File: src/rtl/mem_controller.sv
// mem_controller
// Arbitrates a single memory port between an instruction-side (I) and a
// data-side (D) requester. D normally wins, but an I load that has been
// denied STARVE_LIMIT consecutive cycles is granted for one cycle. A
// 16-entry ownership table, indexed by the memory's accept/completion
// tag, records which side issued each outstanding load so that
// completions are routed back to the right requester.
//
// Ports
//   clock, reset             single clock, synchronous active-high reset
//   proc2Imem_command/addr   I-side request (BUS_NONE or BUS_LOAD)
//   proc2Dmem_command/addr/data  D-side request (NONE, LOAD or STORE)
//   mem2proc_response        memory accept tag, 0 = rejected
//   mem2proc_data/tag        memory return data and completion tag
//   proc2mem_command/addr/data   muxed request to memory
//   d_request                D side owns the bus this cycle
//   Imem2proc_*              I-side response/data/completion tag
//   Dmem2proc_*              D-side response/data/completion tag
//   outstanding_i            number of outstanding loads owned by I
module mem_controller #(
  parameter int XLEN         = 32,
  parameter int STARVE_LIMIT = 4
) (
  input  logic            clock,
  input  logic            reset,
  input  logic [1:0]      proc2Imem_command,
  input  logic [XLEN-1:0] proc2Imem_addr,
  input  logic [1:0]      proc2Dmem_command,
  input  logic [XLEN-1:0] proc2Dmem_addr,
  input  logic [63:0]     proc2Dmem_data,
  input  logic [3:0]      mem2proc_response,
  input  logic [63:0]     mem2proc_data,
  input  logic [3:0]      mem2proc_tag,
  output logic [1:0]      proc2mem_command,
  output logic [XLEN-1:0] proc2mem_addr,
  output logic [63:0]     proc2mem_data,
  output logic            d_request,
  output logic [3:0]      Imem2proc_response,
  output logic [63:0]     Imem2proc_data,
  output logic [3:0]      Imem2proc_tag,
  output logic [3:0]      Dmem2proc_response,
  output logic [63:0]     Dmem2proc_data,
  output logic [3:0]      Dmem2proc_tag,
  output logic [3:0]      outstanding_i
);

  localparam logic [1:0] BUS_NONE = 2'h0;
  localparam logic [1:0] BUS_LOAD = 2'h1;
  localparam logic [2:0] LIMIT    = 3'(STARVE_LIMIT);

  logic [2:0]  starve_cnt;
  logic [15:0] valid;
  logic [15:0] is_i;

  logic i_load;
  logic starved;
  logic cpl_hit;
  logic alloc;

  // ---------------------------------------------------------------------
  // Arbitration and bus mux (combinational, zero latency)
  // ---------------------------------------------------------------------
  assign i_load    = (proc2Imem_command == BUS_LOAD);
  assign starved   = (starve_cnt == LIMIT) && i_load;
  assign d_request = (proc2Dmem_command != BUS_NONE) && !starved;

  always_comb begin
    if (d_request) begin
      proc2mem_command = proc2Dmem_command;
      proc2mem_addr    = proc2Dmem_addr;
      proc2mem_data    = proc2Dmem_data;
    end else begin
      proc2mem_command = proc2Imem_command;
      proc2mem_addr    = proc2Imem_addr;
      proc2mem_data    = 64'h0;
    end
  end

  // ---------------------------------------------------------------------
  // Response / data routing
  // ---------------------------------------------------------------------
  // The icache qualifies the raw response with d_request itself.
  assign Imem2proc_response = mem2proc_response;
  assign Dmem2proc_response = d_request ? mem2proc_response : 4'h0;
  assign Imem2proc_data     = mem2proc_data;
  assign Dmem2proc_data     = mem2proc_data;

  // Completions route from the registered table, before this cycle's
  // allocation is applied. Tag 0 and unknown tags are dropped.
  assign cpl_hit       = (mem2proc_tag != 4'h0) && valid[mem2proc_tag];
  assign Imem2proc_tag = (cpl_hit &&  is_i[mem2proc_tag]) ? mem2proc_tag : 4'h0;
  assign Dmem2proc_tag = (cpl_hit && !is_i[mem2proc_tag]) ? mem2proc_tag : 4'h0;

  // Only accepted loads own a tag; stores never enter the table.
  assign alloc = (proc2mem_command == BUS_LOAD) && (mem2proc_response != 4'h0);

  // ---------------------------------------------------------------------
  // Registered state: starve counter and ownership table
  // ---------------------------------------------------------------------
  always_ff @(posedge clock) begin
    if (reset) begin
      starve_cnt <= 3'd0;
      valid      <= 16'h0;
      is_i       <= 16'h0;
    end else begin
      if (i_load && d_request) begin
        if (starve_cnt != LIMIT)
          starve_cnt <= starve_cnt + 3'd1;
      end else begin
        starve_cnt <= 3'd0;
      end

      if (cpl_hit)
        valid[mem2proc_tag] <= 1'b0;

      // Placed after the completion clear so a same-tag allocation in the
      // same cycle leaves the entry valid with the new owner.
      if (alloc) begin
        valid[mem2proc_response] <= 1'b1;
        is_i[mem2proc_response]  <= ~d_request;
      end
    end
  end

  // ---------------------------------------------------------------------
  // Outstanding I-side loads (entry 0 is never valid, so skip it)
  // ---------------------------------------------------------------------
  always_comb begin
    outstanding_i = 4'h0;
    for (int i = 1; i < 16; i++)
      outstanding_i = outstanding_i + 4'(valid[i] & is_i[i]);
  end

endmodule

File: config.mk
export PLATFORM = sky130hd
export DESIGN_NAME = mem_controller
export DESIGN_NICKNAME = d
export VERILOG_FILES = /design/src/rtl/mem_controller.sv
export SDC_FILE = /design/constraint.sdc
export NUM_CORES = 1
export LEC_CHECK = 0
export CAP_MARGIN = 20
export CELL_PAD_IN_SITES_DETAIL_PLACEMENT = 1
export CELL_PAD_IN_SITES_GLOBAL_PLACEMENT = 1
export CORE_AREA = 4 4 175 177
export CTS_CLUSTER_SIZE = 24
export DETAILED_ROUTE_END_ITERATION = 8
export DIE_AREA = 0 0 179 181
export PLACE_DENSITY_LB_ADDON = 0.08
export SLEW_MARGIN = 20
export SYNTH_ARGS = -nofsm -noshare
export SYNTH_HDL_FRONTEND = slang
export SYNTH_SLANG_ARGS = --single-unit
File: constraint.sdc
create_clock -name clock -period 6.65 [get_ports clock]
set_clock_uncertainty 0.2 [all_clocks]
set_input_delay 1.995 -clock clock [delete_from_list [all_inputs] [get_ports clock]]
set_output_delay 1.995 -clock clock [all_outputs]
set_load 0.05 [all_outputs]
==> flow_metrics.env <==
export IMPL_status="finished clean"
export IMPL_clockRootBuffer="clkbuf_16"
export IMPL_start_util=0.140
export IMPL_crit_type="reg2out"
export IMPL_coreArea_um2=29200
export IMPL_finalCritPeriodShare=0.957
export IMPL_hold_viol_final=0
export IMPL_synthTopCellsByArea="buf_4 24%, dfxtp_1 17%, and2_1 12%"
export IMPL_p_leak_nw=2.55
export IMPL_hold_start="is_i[0]"
export IMPL_synth_top_family_by_area="buffers and inverters"
export IMPL_wl_per_cell_um=20.7
export IMPL_yosysSeqAreaShare=0.171
export IMPL_syn_cell_area_um2=4110
export IMPL_whs_path_depth=1
export IMPL_synth_edff_count=0
export IMPL_drv_cap=0
export IMPL_worstHoldPathType="reg2reg"
export IMPL_grt_start_max_net_pins=66
export IMPL_regToRegSetupSlack_ps=4320
export IMPL_period_minus_slack_ps=6360
export IMPL_gr_total_overflow=0
export IMPL_fp_row_count=63
export IMPL_power_density_nw_per_um2=153
export IMPL_synthMostInstantiatedCell="buf_4"
export IMPL_drc=0
export IMPL_clock_sinks=35
export IMPL_fmax_ghz=0.157
export IMPL_ys_flop_type="dfxtp_1"
export IMPL_slew_viol_final=0
export IMPL_gp_congestion=0.811
export IMPL_post_cts_buffers=0
export IMPL_cts_tree="built"
export IMPL_crit_fanout=3
export IMPL_dieWidth_um=179
export IMPL_r2r_end="is_i[14]"
export IMPL_clk_pin_slew_ps=60
export IMPL_yosys_warnings=0
export IMPL_min_to="is_i[0]"
export IMPL_synth_compound_area_share=0.141
export IMPL_drt_iter0_drc=114
export IMPL_synthDominantCellAreaShare=0.241
export IMPL_io_pins=453
export IMPL_synthAdderAreaFrac=0.0610
export IMPL_tightest_slew_ps=974
export IMPL_clkLatencyLatePin_ps=280
export IMPL_synth_seq_cells=35
export IMPL_synth_nets=777
export IMPL_fin_setup_tns_ps=0
export IMPL_yosysUniqueCellTypes=36
export IMPL_rsz0062_at_grt="no"
export IMPL_vias_per_cell=3.74
export IMPL_synth_area_per_cell_um2=7.37
export IMPL_grt_pass1_wl_um=30400
export IMPL_reg2reg_from="starve_cnt[0]"
export IMPL_cp_start_kind="flop"
export IMPL_syn2layout_area_growth_pct=50.3
export IMPL_place_hpwl_um=19400
export IMPL_critPathArrivalTime_ps=4170
export IMPL_via_count=3976
export IMPL_synthMuxAreaShare=0.0475
export IMPL_ir_drop_mv=0.0740
export IMPL_portBuffers=260
export IMPL_die_h_um=181
export IMPL_grt_pass1_vias=4326
export IMPL_maxSlewHeadroom=0.349
export IMPL_h_tree_depth=2
export IMPL_routed_wl_um=22000
export IMPL_setup_viol=0
export IMPL_cts_buffer_depth=2
export IMPL_required_ps=4450
export IMPL_nets=889
export IMPL_drive_above_1_share=0.218
export IMPL_worst_setup_path_end_kind="output pin"
export IMPL_synthSimpleGateAreaFrac=0.280
export IMPL_worstSetupStartpoint="is_i[2]"
export IMPL_synthArstFlopShare=0
export IMPL_reg2regPathDepth=6
export IMPL_ys_top_cells_by_count="132 x buf_4, 121 x nand2_1, 80 x and2_1"
export IMPL_hold_buffers=0
export IMPL_dpl_worst_slack_ps=61.2
export IMPL_gr_usage_all_layers=0.129
export IMPL_synth_top_cell_by_area="buf_4"
export IMPL_dr_pass1_iters=4
export IMPL_cts_made_buffers=5
export IMPL_ctsResizeCount=0
export IMPL_dieArea_um2=32400
export IMPL_antenna_left=0
export IMPL_fin_ws_ps=289
export IMPL_synth_xor_area_frac=0.00427
export IMPL_syn_inst=557
export IMPL_grt_antenna_before_repair=4
## worst max path at each step
stage	depth (start not counted)	to
after global placement	6	Dmem2proc_tag[2]
after detailed placement	6	Dmem2proc_tag[1]
final	12	outstanding_i[1]
after CTS	6	Dmem2proc_tag[1]
after global routing	12	outstanding_i[1]
after floorplan	5	Dmem2proc_tag[0]
## cells by family after synthesis
kind of cell | after synthesis
xor gates and xnor gates | 2
DFF | 35
muxes | 10
and+or+nand+nor | 234
adders and majority gates | 14
AOI/OAI and AO/OA | 78
buffers and inverters | 184
## critical path: stages, from the launching register on
cell     delay [ps]
dfxtp_1         330
and2_1          160
fa_1            560
inv_1            60
fa_1            460
fa_1            550
inv_1            50
fa_1            500
fa_1            470
inv_1            90
fa_1            400
inv_1           110
buf_12          140
## sequential cells by signal (all words and copies together), names as in the netlist
signal      count
starve_cnt      3
is_i           16
valid          16
## report_power, final
part | internal (mW) | switching [mW]
Combinational | 0.171 | 0.277
Clock | 0.186 | 0.0922
Sequential | 0.212 | 0.00226
## layout by cell type (no fill, tap or decap), types with 2 or more instances in the layout
| master | count |
|---|---|
| a2111oi_4 | 4 |
| a21o_1 | 3 |
| a21oi_1 | 31 |
| a22o_1 | 2 |
| a311oi_1 | 15 |
| and2_1 | 80 |
| buf_12 | 10 |
| buf_4 | 111 |
| clkbuf_16 | 5 |
| clkdlybuf4s50_1 | 146 |
| clkinv_2 | 2 |
| dfxtp_1 | 35 |
| diode_2 | 2 |
| dlymetal6s2s_1 | 2 |
| fa_1 | 10 |
| ha_1 | 4 |
| inv_1 | 19 |
| mux2i_1 | 3 |
| mux4_1 | 2 |
| mux4_2 | 5 |
| nand2_1 | 121 |
| nand2b_1 | 5 |
| nor2_1 | 8 |
| nor2b_1 | 6 |
| nor3b_1 | 5 |
| nor4_1 | 3 |
| o21ai_0 | 17 |
| or2_2 | 2 |
| xnor2_1 | 2 |
## area by class of cell
cell class,count,area (µm²)
flip-flops and latches,35,701
clock buffers,6,139
well taps,390,488
repair buffers,269,2520
fillers,3465,23100
diodes,2,5.00
clock inverters,2,35.0
multi-input cells,338,2210
inverters,20,76.3
## per-stage QoR
stage                     std cells  hold slack [ps]   util  cell area [µm²]  power, mW
after CTS                      1060              277  0.210             6150      0.957
final                          1062              274  0.211             6170      0.941
after global routing           1061              298  0.211             6170      0.978
after global placement         1052              271  0.205             5980      0.674
after floorplan                 557              230      -             4110      0.673
after detailed placement       1052              269  0.205             5980      0.676
## routing by layer
layer  GRT usage  share of wire  up-vias
met4      0.0479          0.037        6
met5      0.0216         0.0055        -
li1            -              -     1891
met2       0.244           0.54      173
met1       0.126           0.33     1851
met3      0.0469          0.084       55
(Power assumes the default switching activity.)
